$ cat src/rtl/multicycle_controller.sv
// Moore FSM controller for a multicycle RV32I-subset datapath with a shared
// instruction/data memory. Sequences fetch/decode/execute phases, drives all
// datapath enables and mux selects, stalls on mem_ready, counts retired
// instructions and traps unsupported opcodes into a sticky HALT state.
module multicycle_controller #(
    parameter int RET_W = 32
) (
    input  logic             clk,
    input  logic             rst_n,
    input  logic [6:0]       op,
    input  logic             zero,
    input  logic             mem_ready,
    output logic             PCWrite,
    output logic             AdrSrc,
    output logic             MemWrite,
    output logic             IRWrite,
    output logic [1:0]       ResultSrc,
    output logic [1:0]       ALUSrcA,
    output logic [1:0]       ALUSrcB,
    output logic [1:0]       ALUOp,
    output logic [1:0]       ImmSrc,
    output logic             RegWrite,
    output logic             instr_done,
    output logic             halted,
    output logic [RET_W-1:0] instret,
    output logic [3:0]       state
);

    localparam logic [6:0] OP_LW  = 7'b0000011;
    localparam logic [6:0] OP_SW  = 7'b0100011;
    localparam logic [6:0] OP_R   = 7'b0110011;
    localparam logic [6:0] OP_I   = 7'b0010011;
    localparam logic [6:0] OP_BEQ = 7'b1100011;
    localparam logic [6:0] OP_JAL = 7'b1101111;

    typedef enum logic [3:0] {
        S_FETCH    = 4'd0,
        S_DECODE   = 4'd1,
        S_MEMADR   = 4'd2,
        S_MEMREAD  = 4'd3,
        S_MEMWB    = 4'd4,
        S_MEMWRITE = 4'd5,
        S_EXECR    = 4'd6,
        S_EXECI    = 4'd7,
        S_ALUWB    = 4'd8,
        S_JAL      = 4'd9,
        S_BEQ      = 4'd10,
        S_HALT     = 4'd15
    } state_t;

    state_t           state_r;
    logic [RET_W-1:0] instret_r;

    // Enables before the reset gate; only these are forced low during reset.
    logic pc_write_s;
    logic mem_write_s;
    logic ir_write_s;
    logic reg_write_s;
    logic instr_done_s;
    logic halted_s;
    logic adr_src_s;
    logic [1:0] result_src_s;
    logic [1:0] alu_src_a_s;
    logic [1:0] alu_src_b_s;
    logic [1:0] alu_op_s;
    logic [1:0] imm_src_s;

    // State sequencing and retired-instruction counter.
    always_ff @(posedge clk or negedge rst_n) begin
        if (!rst_n) begin
            state_r   <= S_FETCH;
            instret_r <= {RET_W{1'b0}};
        end else begin
            if (instr_done_s) begin
                instret_r <= instret_r + RET_W'(1);
            end else begin
                instret_r <= instret_r;
            end
            case (state_r)
                S_FETCH: begin
                    if (mem_ready) state_r <= S_DECODE;
                    else           state_r <= S_FETCH;
                end
                S_DECODE: begin
                    case (op)
                        OP_LW, OP_SW: state_r <= S_MEMADR;
                        OP_R:         state_r <= S_EXECR;
                        OP_I:         state_r <= S_EXECI;
                        OP_BEQ:       state_r <= S_BEQ;
                        OP_JAL:       state_r <= S_JAL;
                        default:      state_r <= S_HALT;
                    endcase
                end
                S_MEMADR: begin
                    // op is held by IR, so anything but lw/sw here is corrupt.
                    if (op == OP_LW)      state_r <= S_MEMREAD;
                    else if (op == OP_SW) state_r <= S_MEMWRITE;
                    else                  state_r <= S_HALT;
                end
                S_MEMREAD: begin
                    if (mem_ready) state_r <= S_MEMWB;
                    else           state_r <= S_MEMREAD;
                end
                S_MEMWB:    state_r <= S_FETCH;
                S_MEMWRITE: begin
                    if (mem_ready) state_r <= S_FETCH;
                    else           state_r <= S_MEMWRITE;
                end
                S_EXECR:    state_r <= S_ALUWB;
                S_EXECI:    state_r <= S_ALUWB;
                S_ALUWB:    state_r <= S_FETCH;
                S_JAL:      state_r <= S_ALUWB;
                S_BEQ:      state_r <= S_FETCH;
                S_HALT:     state_r <= S_HALT;
                default:    state_r <= S_HALT;
            endcase
        end
    end

    // Immediate format follows the opcode in every state.
    always_comb begin
        case (op)
            OP_SW:   imm_src_s = 2'b01;
            OP_BEQ:  imm_src_s = 2'b10;
            OP_JAL:  imm_src_s = 2'b11;
            default: imm_src_s = 2'b00;
        endcase
    end

    // Moore output decode; only memory/branch enables look at mem_ready/zero.
    always_comb begin
        pc_write_s   = 1'b0;
        mem_write_s  = 1'b0;
        ir_write_s   = 1'b0;
        reg_write_s  = 1'b0;
        instr_done_s = 1'b0;
        halted_s     = 1'b0;
        adr_src_s    = 1'b0;
        result_src_s = 2'b00;
        alu_src_a_s  = 2'b00;
        alu_src_b_s  = 2'b00;
        alu_op_s     = 2'b00;
        case (state_r)
            S_FETCH: begin
                alu_src_b_s  = 2'b10;
                result_src_s = 2'b10;
                ir_write_s   = mem_ready;
                pc_write_s   = mem_ready;
            end
            S_DECODE: begin
                alu_src_a_s = 2'b01;
                alu_src_b_s = 2'b01;
            end
            S_MEMADR: begin
                alu_src_a_s = 2'b10;
                alu_src_b_s = 2'b01;
            end
            S_MEMREAD: begin
                adr_src_s = 1'b1;
            end
            S_MEMWB: begin
                result_src_s = 2'b01;
                reg_write_s  = 1'b1;
                instr_done_s = 1'b1;
            end
            S_MEMWRITE: begin
                adr_src_s    = 1'b1;
                mem_write_s  = 1'b1;
                instr_done_s = mem_ready;
            end
            S_EXECR: begin
                alu_src_a_s = 2'b10;
                alu_op_s    = 2'b01;
            end
            S_EXECI: begin
                alu_src_a_s = 2'b10;
                alu_src_b_s = 2'b01;
                alu_op_s    = 2'b01;
            end
            S_ALUWB: begin
                reg_write_s  = 1'b1;
                instr_done_s = 1'b1;
            end
            S_JAL: begin
                alu_src_a_s = 2'b01;
                alu_src_b_s = 2'b10;
                pc_write_s  = 1'b1;
            end
            S_BEQ: begin
                alu_src_a_s  = 2'b10;
                alu_op_s     = 2'b10;
                pc_write_s   = zero;
                instr_done_s = 1'b1;
            end
            S_HALT: begin
                halted_s = 1'b1;
            end
            default: begin
                halted_s = 1'b0;
            end
        endcase
    end

    // Enables are gated by rst_n so nothing writes while reset is asserted.
    assign PCWrite    = pc_write_s   & rst_n;
    assign IRWrite    = ir_write_s   & rst_n;
    assign MemWrite   = mem_write_s  & rst_n;
    assign RegWrite   = reg_write_s  & rst_n;
    assign instr_done = instr_done_s & rst_n;
    assign AdrSrc     = adr_src_s;
    assign ResultSrc  = result_src_s;
    assign ALUSrcA    = alu_src_a_s;
    assign ALUSrcB    = alu_src_b_s;
    assign ALUOp      = alu_op_s;
    assign ImmSrc     = imm_src_s;
    assign halted     = halted_s;
    assign instret    = instret_r;
    assign state      = state_r;

endmodule

$ cat config.mk
export PLATFORM = sky130hd
export DESIGN_NAME = multicycle_controller
export DESIGN_NICKNAME = d
export VERILOG_FILES = /design/src/rtl/multicycle_controller.sv
export SDC_FILE = /design/constraint.sdc
export NUM_CORES = 1
export LEC_CHECK = 0
export ABC_AREA = 1
export BUFFER_PORTS_ARGS = -buffer_cell sky130_fd_sc_hd__buf_2
export CELL_PAD_IN_SITES_DETAIL_PLACEMENT = 1
export CELL_PAD_IN_SITES_GLOBAL_PLACEMENT = 2
export CORE_AREA = 2 2 93 95
export CTS_CLUSTER_DIAMETER = 30
export DETAILED_ROUTE_END_ITERATION = 10
export DIE_AREA = 0 0 95 97
export GPL_TIMING_DRIVEN = 0
export HOLD_SLACK_MARGIN = 0.05
export PLACE_DENSITY_LB_ADDON = 0.1
export SLEW_MARGIN = 10
export SYNTH_ARGS = -nofsm -noshare
export SYNTH_HDL_FRONTEND = slang
export SYNTH_SLANG_ARGS = --single-unit
$ cat constraint.sdc
create_clock -name clk -period 2.9 [get_ports clk]
set_clock_uncertainty 0.05 [all_clocks]
set_input_delay 0.145 -clock clk [delete_from_list [all_inputs] [get_ports clk]]
set_output_delay 0.145 -clock clk [all_outputs]
set_load 0.01 [all_outputs]
; ---- Yosys cells after proc, flatten, opt, wreduce, memory -nomap -nowiden
; Index checks and enable logic that the tools add are counted.
[classes]
add_sub_neg = 1
n_eq_ne = 17
muxes = 19
bitwise = 5
n_reduce_logical = 11
[ops]
columns = operator, count
row1 = $add A32 B1 Y32 const B, 1
row2 = $pmux W4 S7, 1
row3 = $pmux W4 S5, 1
row4 = $eq A4 B3 Y1 const B, 4
row5 = $eq A4 B4 Y1 const B, 4
row6 = $pmux W2 S2, 4
row7 = $eq A7 B6 Y1 const B, 2
row8 = $eq A7 B7 Y1 const B, 2
row9 = $reduce_or A2 Y1, 6
row10 = $reduce_or A3 Y1, 3
row11 = $eq A4 B2 Y1 const B, 2
row12 = $mux W4, 2
row13 = $eq A7 B2 Y1 const B, 1
row14 = $eq A7 B5 Y1 const B, 1
row15 = $mux W1, 6
row16 = $mux W3, 2
row17 = $pmux W2 S3, 1
row18 = $and A1 B1 Y1, 5
row19 = $eq A4 B1 Y1 const B, 1
row20 = $logic_not A4 Y1, 1
row21 = $reduce_or A4 Y1, 1
row22 = $pmux W1 S3, 1
row23 = $pmux W1 S2, 1
[word_totals]
reg_bits = 36
in_bits = 11

; ---- Depth between registers and ports, before layout
; Gate-level depths: netlist of run 1.
[depth]
word_depth = 4
depth_mapped = 9

; ---- Worst setup path before layout of run 1
; Ideal clock, no wire load.
[synth_timing]
path_type = reg2reg
from = reg instret_r[0], in the netlist instret[0]
to = reg instret_r[16], in the netlist instret[16]
setup_ps = 121
t_arrival_ps = 1359
required_ps = 2729
path_slack_ps = 1370
path_stages_with_launch = 8
period_less_slack_ps = 1530
path_cell_list = dfrtp_1 ha_1 inv_1 nor2_4 nand2_1 nor2_2 nand2_1 xor2_1
[synth_between]
elab_chain_len = 1
[synth_lines]
columns = element, line
row1 = from (decl), 52  ; logic [RET_W-1:0] instret_r;
row2 = from (signal assigned), 72  ; instret_r <= {RET_W{1'b0}};
row3 = from (signal assigned), 75  ; instret_r <= instret_r + RET_W'(1);
row4 = from (signal assigned), 77  ; instret_r <= instret_r;
row5 = $add A32 B1 Y32, 75
; Every way passes these cells.
; A chain may end at the register's enable or synchronous reset.

; ---- Worst setup path in the final report of run 1
[layout_timing]
from = in rst_n
to = out PCWrite
[layout_between]
elab_chain_len = 1
[layout_lines]
columns = element, line
row1 = from (decl), 9  ; input logic rst_n,
row2 = $and A1 B1 Y1, 205  ; assign PCWrite = pc_write_s & rst_n;
row3 = to (decl), 13  ; output logic PCWrite,
; Every way passes these cells.

==> out/summary.txt, run 1 <==
Core Area: 0.008134 mm2
ANT cells: 0
Syn-to-layout area delta: 22.93%
Reg2reg end: instret[16]$_DFFE_PN0P_
Final hold violation count: 0
Fillcell total: 1090
Nets: 442
Syn_area_per_cell: 6.720 um2
Hold path endpoint: state[3]$_DFF_PN0_
Peak supply drop: 0.2521 mV
CP endpoint kind: primary output
Vias: 2457
Count of cell types in the netlist: 23
RSZ-0062 raised after global routing: false
Seq/Total Area, Yosys: 37.34%
Final setup vio count: 0
Final setup margin: 0.7588 ns
TritonCTS clock tree: yes
Worst Path Arrival: 1.95 ns
Clock root buffer: clkbuf_8
Post-route minimum period: 2.141 ns
FF-to-FF path depth: 7
Hold buffers post-CTS: 1
CTS clk-pin slew, worst paths: 0.07 ns
Hold Path Depth: 3
Die area: 0.009215 mm2
Max incr delay on CP: 0.73 ns
Crit-path leading delay family: buffers and inverters
Crit path top cell by count: buf_2
Most common cell after layout, fill and taps aside: nand2_1
Ratio of cells with drive above 1 in the final layout: 22.56%
CTS resizes: 0
I/O pin cnt: 64
Leakage: 1.657 nW
Top-area cell type share of the netlist area: 37.34%
Post-route ant nets: 0
GRT Overall Usage: 16.75%
Sink Count: 36
Post-Syn Nets: 371
Crit path cell chain: dlygate4sd3_1 > buf_2 > inv_1 > a31oi_1 > buf_2
Fin crit share: 73.83%
Worst path bufs/invs: 4
Outcome: complete, no violations
Critical Path Slowest Stage Cell: buf_2
Tightest Pin Transition: 0.9407 ns
Most frequent cells in the layout: nand2_1 (101), inv_1 (64), buf_2 (63), nor2_1 (50), dfrtp_1 (36)
Clock Tree Buf Depth: 2
Ys Warns: 0
Flip-flop and latch count after synthesis: 36
Top cells by area, synth: dfrtp_1 (37%), nand2_1 (16%), inv_1 (10%)
Setup repair bufs after CTS: 0
Largest net degree at the start of global routing: 39
Dominant cell type by area after synthesis: dfrtp_1
Post-layout util: 36.46%
1st-pass router iterations: 4
PwrDens: 788.9 mW/mm2
Via density: 4.593
Setup TNS: 0 ns
Initial Util: 29.66%
Final wirelength: 7342 um
Worst R2R Start: instret[0]$_DFFE_PN0P_
Global route overflow: 0
Fmax: 0.4670 GHz
Die Ht: 97 um
Kind of critical path: in2out
Post-DR wirelength/cell: 13.72 um
CTS buffer count: 5
Hold Startpoint: op[4]
Detailed placer's ending HPWL: 5770 um
Initial antenna violation count: 0
H-tree depth: 2
Clk_lat worst skew: 0.29 ns
DR DRC count: 0
First-iteration detailed-routing DRC count: 46
Mapped Area: 0.002412 mm2
Internal reg-to-reg setup slack: 1.15 ns
Mapped Cells: 359
Max-slew headroom: 37.29%
First-pass GRT wire length: 12190 um
MaxCap Viol Count: 0
Row cnt: 33
Die width: 95 um
Number of global-route vias before repair: 2504
Required @ worst endpoint: 2.71 ns
IO buf count: 63
Routability Congestion: 0.8194
DP Worst Slack: 1.145 ns
Final Max Slew Viols: 0
Critical path peak fanout: 38
HP Class: in2reg
CP Launch Type: primary input
[routing by layer]
metal	GRT usage [%]	up-vias	part of all wire, %
met5	0	-	0
met4	3.122	0	0.90
met3	3.037	6	3.3
met2	27.50	40	47
met1	23.00	1160	48
li1	-	1251	-
[how the worst max path moves through the flow]
| stage | depth (start not counted) | startpoint | to | slack (ns) |
|---|---|---|---|---|
| after global placement | 8 | instret[0]$_DFFE_PN0P_ | instret[30]$_DFFE_PN0P_ | 1.16 |
| after global routing | 5 | rst_n | PCWrite | 0.52 |
| after detailed placement | 8 | instret[0]$_DFFE_PN0P_ | instret[30]$_DFFE_PN0P_ | 1.14 |
| final | 5 | rst_n | PCWrite | 0.76 |
| after CTS | 5 | rst_n | PCWrite | 0.66 |
| after floorplan | 7 | instret[0]$_DFFE_PN0P_ | instret[16]$_DFFE_PN0P_ | 1.37 |
[registers in the layout (all words and copies together), names as in the netlist]
register	cells
instret	32
state	4
[cells by family after synthesis]
group	share of synthesized area, %
AO/OA/AOI/OAI	2.853
buffers and inverters	12.45
AND/OR/NAND/NOR	41.39
XOR/XNOR	5.446
flip-flops	37.34
adder cells (fa/ha/maj)	0.5186
[cell usage after synthesis (all sizes together)]
cell type and number:
inv 66, ha 1, dfrtp 36, and2 1, o211ai 1, a21oi 4
buf 5, nand4 21, nand3 28, nor2 54, nand2 116, o21ai 7
nand3b 1, nor3 2, xor2 15, a31oi 1
[tightest hold or removal path: cells and delay by family]
| family | cells | cell delay, ns |
|---|---|---|
| buffers and inverters | 1 | 0.12 |
| AO/OA/AOI/OAI | 1 | 0.09 |
| AND/OR/NAND/NOR | 1 | 0.06 |
[area by class of cell]
cell class                 instances  area (um2)  area share (%)
buffer                             5       52.55           1.772
clock buffer                       7       96.34           3.249
inverter                          66       247.7           8.354
multi-input combinational        252        1211           40.84
sequential                        36       900.9           30.38
tap                              105       131.4           4.430
timing repair buffer              64       325.3           10.97
[per-stage QoR]
| step | hold slack, ns | power, W | area, um2 | cells |
|---|---|---|---|---|
| after CTS | 0.1008 | 0.002397 | 2965 | 535 |
| after global placement | 0.2975 | 0.001966 | 2859 | 527 |
| after detailed placement | 0.2994 | 0.001979 | 2859 | 527 |
| after floorplan | -0.2006 | 0.001543 | 2412 | 359 |
| final | 0.1033 | 0.002339 | 2965 | 535 |
| after global routing | 0.1459 | 0.002555 | 2965 | 535 |
[where the power goes]
part / internal (W) / switching [W]
Sequential: 0.000607 / 0.000107
Combinational: 0.000434 / 0.000786
Clock: 0.000212 / 0.000193
Total: 0.00125 / 0.00109
Power figures use the tool's default switching activity.
==> run 2: changes to the inputs <==
--- a/config.mk
+++ b/config.mk
@@ -9,10 +9,10 @@
 export BUFFER_PORTS_ARGS = -buffer_cell sky130_fd_sc_hd__buf_2
 export CELL_PAD_IN_SITES_DETAIL_PLACEMENT = 1
 export CELL_PAD_IN_SITES_GLOBAL_PLACEMENT = 2
-export CORE_AREA = 2 2 93 95
+export CORE_AREA = 2 2 102 104
 export CTS_CLUSTER_DIAMETER = 30
 export DETAILED_ROUTE_END_ITERATION = 10
-export DIE_AREA = 0 0 95 97
+export DIE_AREA = 0 0 104 106
 export GPL_TIMING_DRIVEN = 0
 export HOLD_SLACK_MARGIN = 0.05
 export PLACE_DENSITY_LB_ADDON = 0.1
==> constraint.sdc (replaced) <==
create_clock -name clk -period 1.91 [get_ports clk]
set_clock_uncertainty 0.05 [all_clocks]
set_input_delay 0.0955 -clock clk [delete_from_list [all_inputs] [get_ports clk]]
set_output_delay 0.0955 -clock clk [all_outputs]
set_load 0.01 [all_outputs]
==> run 2 against run 1 <==
  * The run now ends with hold timing left
  * Sequential share of layout area down 0.75 points
  * Sequential cell count unchanged
  * Cell count up 6.0%
  * Critical endpoint is now instr_done
  * Via count up 1.9%
  * Highest routed layer unchanged
  * Routed wire length up 8.4%
  * Core utilization down 6.0 points
==> out/summary.txt, run 2 (synthesized netlist as in run 1, its figures left out) <==
Sink Count: 36 (unchanged)
Leakage: 1.662 nW (+0.33%)
Crit path cell chain: inv_1 > nor2_2 > nand3_1 > nand3_4 > buf_8 > nand2_1 > inv_1 > buf_2
Worst Path Arrival: 1.65 ns (-0.30 ns)
Via density: 4.416 (-3.8%)
HP Class: in2async
Final Max Slew Viols: 0 (unchanged)
Required @ worst endpoint: 1.76 ns (-0.95 ns)
Most frequent cells in the layout: nand2_1 (99), inv_1 (63), buf_2 (63), nor2_1 (46), dfrtp_1 (35)
Failing checks: hold timing
CP Launch Type: register
Critical Path Slowest Stage Cell: dfrtp_1
MaxCap Viol Count: 0 (unchanged)
Global route overflow: 0 (unchanged)
CP endpoint kind: primary output
Fmax: 0.5571 GHz
Core Area: 0.01000 mm2 (+23%)
P_int: 0.002009 W (+60%)
Die Ht: 106 um (+9.3%)
Post-layout util: 30.44% (-6.0 points)
Net Sw Frac: 46.56% (+0.15 points)
CTS clk-pin slew, worst paths: 0.08 ns (about the same)
Die width: 104 um (+9.5%)
Syn-to-layout area delta: 26.19%
Met2 Track Usage GR: 26.74% (-0.76 points)
Nets: 442 (unchanged)
Psw: 0.001750 W (+61%)
TritonCTS clock tree: yes
Fillcell total: 1308 (+20%)
CTS buffer count: 5 (unchanged)
Ratio of cells with drive above 1 in the final layout: 24.36% (+1.8 points)
Final hold violation count: 36 (+36)
Crit path top cell by count: inv_1
Clk_lat worst skew: 0.29 ns (about the same)
Setup repair bufs after CTS: 0 (unchanged)
GR Util met3: 2.636% (-0.40 points)
Vias: 2504 (+1.9%)
Routability Congestion: 0.7919 (-3.4%)
Peak supply drop: 0.4574 mV (+81%)
Final wirelength: 7958 um (+8.4%)
Most Crowded Layer GR: met2
PwrDens: 1235 mW/mm2 (+57%)
Kind of critical path: reg2out
Seq pwr share: 29.3% (-1.2 points)
Min Hold Slack: -0.1055 ns (-0.2087 ns)
Reg2reg end: instret[16]$_DFFE_PN0P_
ANT cells: 0 (unchanged)
1st-pass router iterations: 5 (+1)
Fin crit share: 93.99%
Worst R2R Start: instret[0]$_DFFE_PN0P_
Internal reg-to-reg setup slack: 0.13 ns (-1.02 ns)
Detailed placer's ending HPWL: 6132 um (+6.3%)
Critical path peak fanout: 10 (-74%)
Clock Tree Buf Depth: 2 (unchanged)
Post-route ant nets: 0 (unchanged)
Outcome: complete, but fails checks
Initial Util: 24.12% (-5.5 points)
Post-route minimum period: 1.795 ns
Finished Layout Cells: 567 (+6.0%)
Post-DR wirelength/cell: 14.04 um (+2.3%)
First-iteration detailed-routing DRC count: 34 (-26%)
Initial antenna violation count: 0 (unchanged)
Clock Power Share: 18.7% (+1.4 points)
H-tree depth: 2 (unchanged)
Most common cell after layout, fill and taps aside: nand2_1
IO buf count: 63 (unchanged)
Row cnt: 37 (+12%)
FF-to-FF path depth: 7 (unchanged)
Max incr delay on CP: 0.41 ns (-0.32 ns)
Number of global-route vias before repair: 2583 (+3.2%)
I/O pin cnt: 64 (unchanged)
Largest net degree at the start of global routing: 39 (unchanged)
Hold buffers post-CTS: 1 (unchanged)
DR DRC count: 0 (unchanged)
Final setup vio count: 0 (unchanged)
First-pass GRT wire length: 13110 um (+7.6%)
Clock root buffer: clkbuf_8
Met1 usage: 19.02% (-4.0 points)
Die area: 0.01102 mm2 (+20%)
Tightest Pin Transition: 0.9496 ns (+0.008885 ns)
Largest register FFs: 32 (unchanged)
Max-slew headroom: 36.69% (-0.59 points)
Combinational Power Share: 52.0% (-0.2 points)
GRT Overall Usage: 15.01% (-1.7 points)
Placed cell count: 558 (+5.9%)
[run 2: cell count changes in the layout (fill, tap and decap cells not counted), moves of 2 or more]
cell and delta:
nor2_1 -4, nand2_1 -2, nand2_2 +2, nor2_2 +3
clkbuf_8 -2
[run 2: critical path, delay by kind of cell, from the launching register on]
family	cells	cell delay [ns]
buf+inv	4	0.45
flops	1	0.41
simple gates	4	0.50
[run 2: worst max-delay path by stage]
stage	start	slack, ns	to	depth (start not counted)
floorplan	instret[0]$_DFFE_PN0P_	0.38	instret[16]$_DFFE_PN0P_	7
global placement	instret[0]$_DFFE_PN0P_	0.15	instret[26]$_DFFE_PN0P_	8
detailed placement	instret[0]$_DFFE_PN0P_	0.11	instret[26]$_DFFE_PN0P_	8
CTS	state[0]$_DFF_PN0_	0.03	instr_done	9
global route	state[0]$_DFF_PN0_	-0.01	instr_done	8
finish	state[0]$_DFF_PN0_	0.11	instr_done	8
[run 2: timing repair]
action | 4_1_cts | 5_1_grt
gates resized for setup | 3 | 8
endpoints found under the setup margin | 2 | 5
hold endpoints to repair | 37 | 36
[run 2: area by class of cell]
cell class / instances / area (um2) / share of cell area [%]
flip-flops and latches: 36 / 902.1 / 29.63
well taps: 136 / 170.2 / 5.590
clock inverters: 2 / 35.03 / 1.151
repair buffers: 64 / 325.3 / 10.69
clock buffers: 6 / 72.57 / 2.384
inverters: 66 / 247.7 / 8.138
plain buffers: 5 / 60.06 / 1.973
multi-input cells: 252 / 1231 / 40.44
[run 2: power groups by stage]
| stage | Sequential, W | Combinational (W) | Clock (W) |
|---|---|---|---|
| 6_report | 0.00110 | 0.00195 | 0.000703 |
| 2_1_floorplan | 0.00115 | 0.00120 | 0 |
| 3_5_place_dp | 0.00111 | 0.00194 | 0 |
| 4_1_cts | 0.00110 | 0.00196 | 0.000728 |
| 5_1_grt | 0.00113 | 0.00220 | 0.000770 |
| 3_3_place_gp | 0.00111 | 0.00191 | 0 |
[run 2: metrics by stage]
step	power, W	setup WS [ns]	instance area [um2]	hold slack (ns)	setup TNS [ns]
global route	0.004099	-0.01041	3044	-0.03546	-0.01041
detailed placement	0.003051	0.1087	2898	0.2516	0
CTS	0.003786	0.02772	3023	-0.07165	0
finish	0.003759	0.1149	3044	-0.1055	0
floorplan	0.002343	0.3799	2412	-0.2501	0
global placement	0.003019	0.1514	2898	0.2566	0
[run 2: per-layer routing]
metal  wire [um]  vias up
li1            -     1248
met1        3736     1207
met5           0        -
met3         239        6
met4          78        0
met2        3904       43
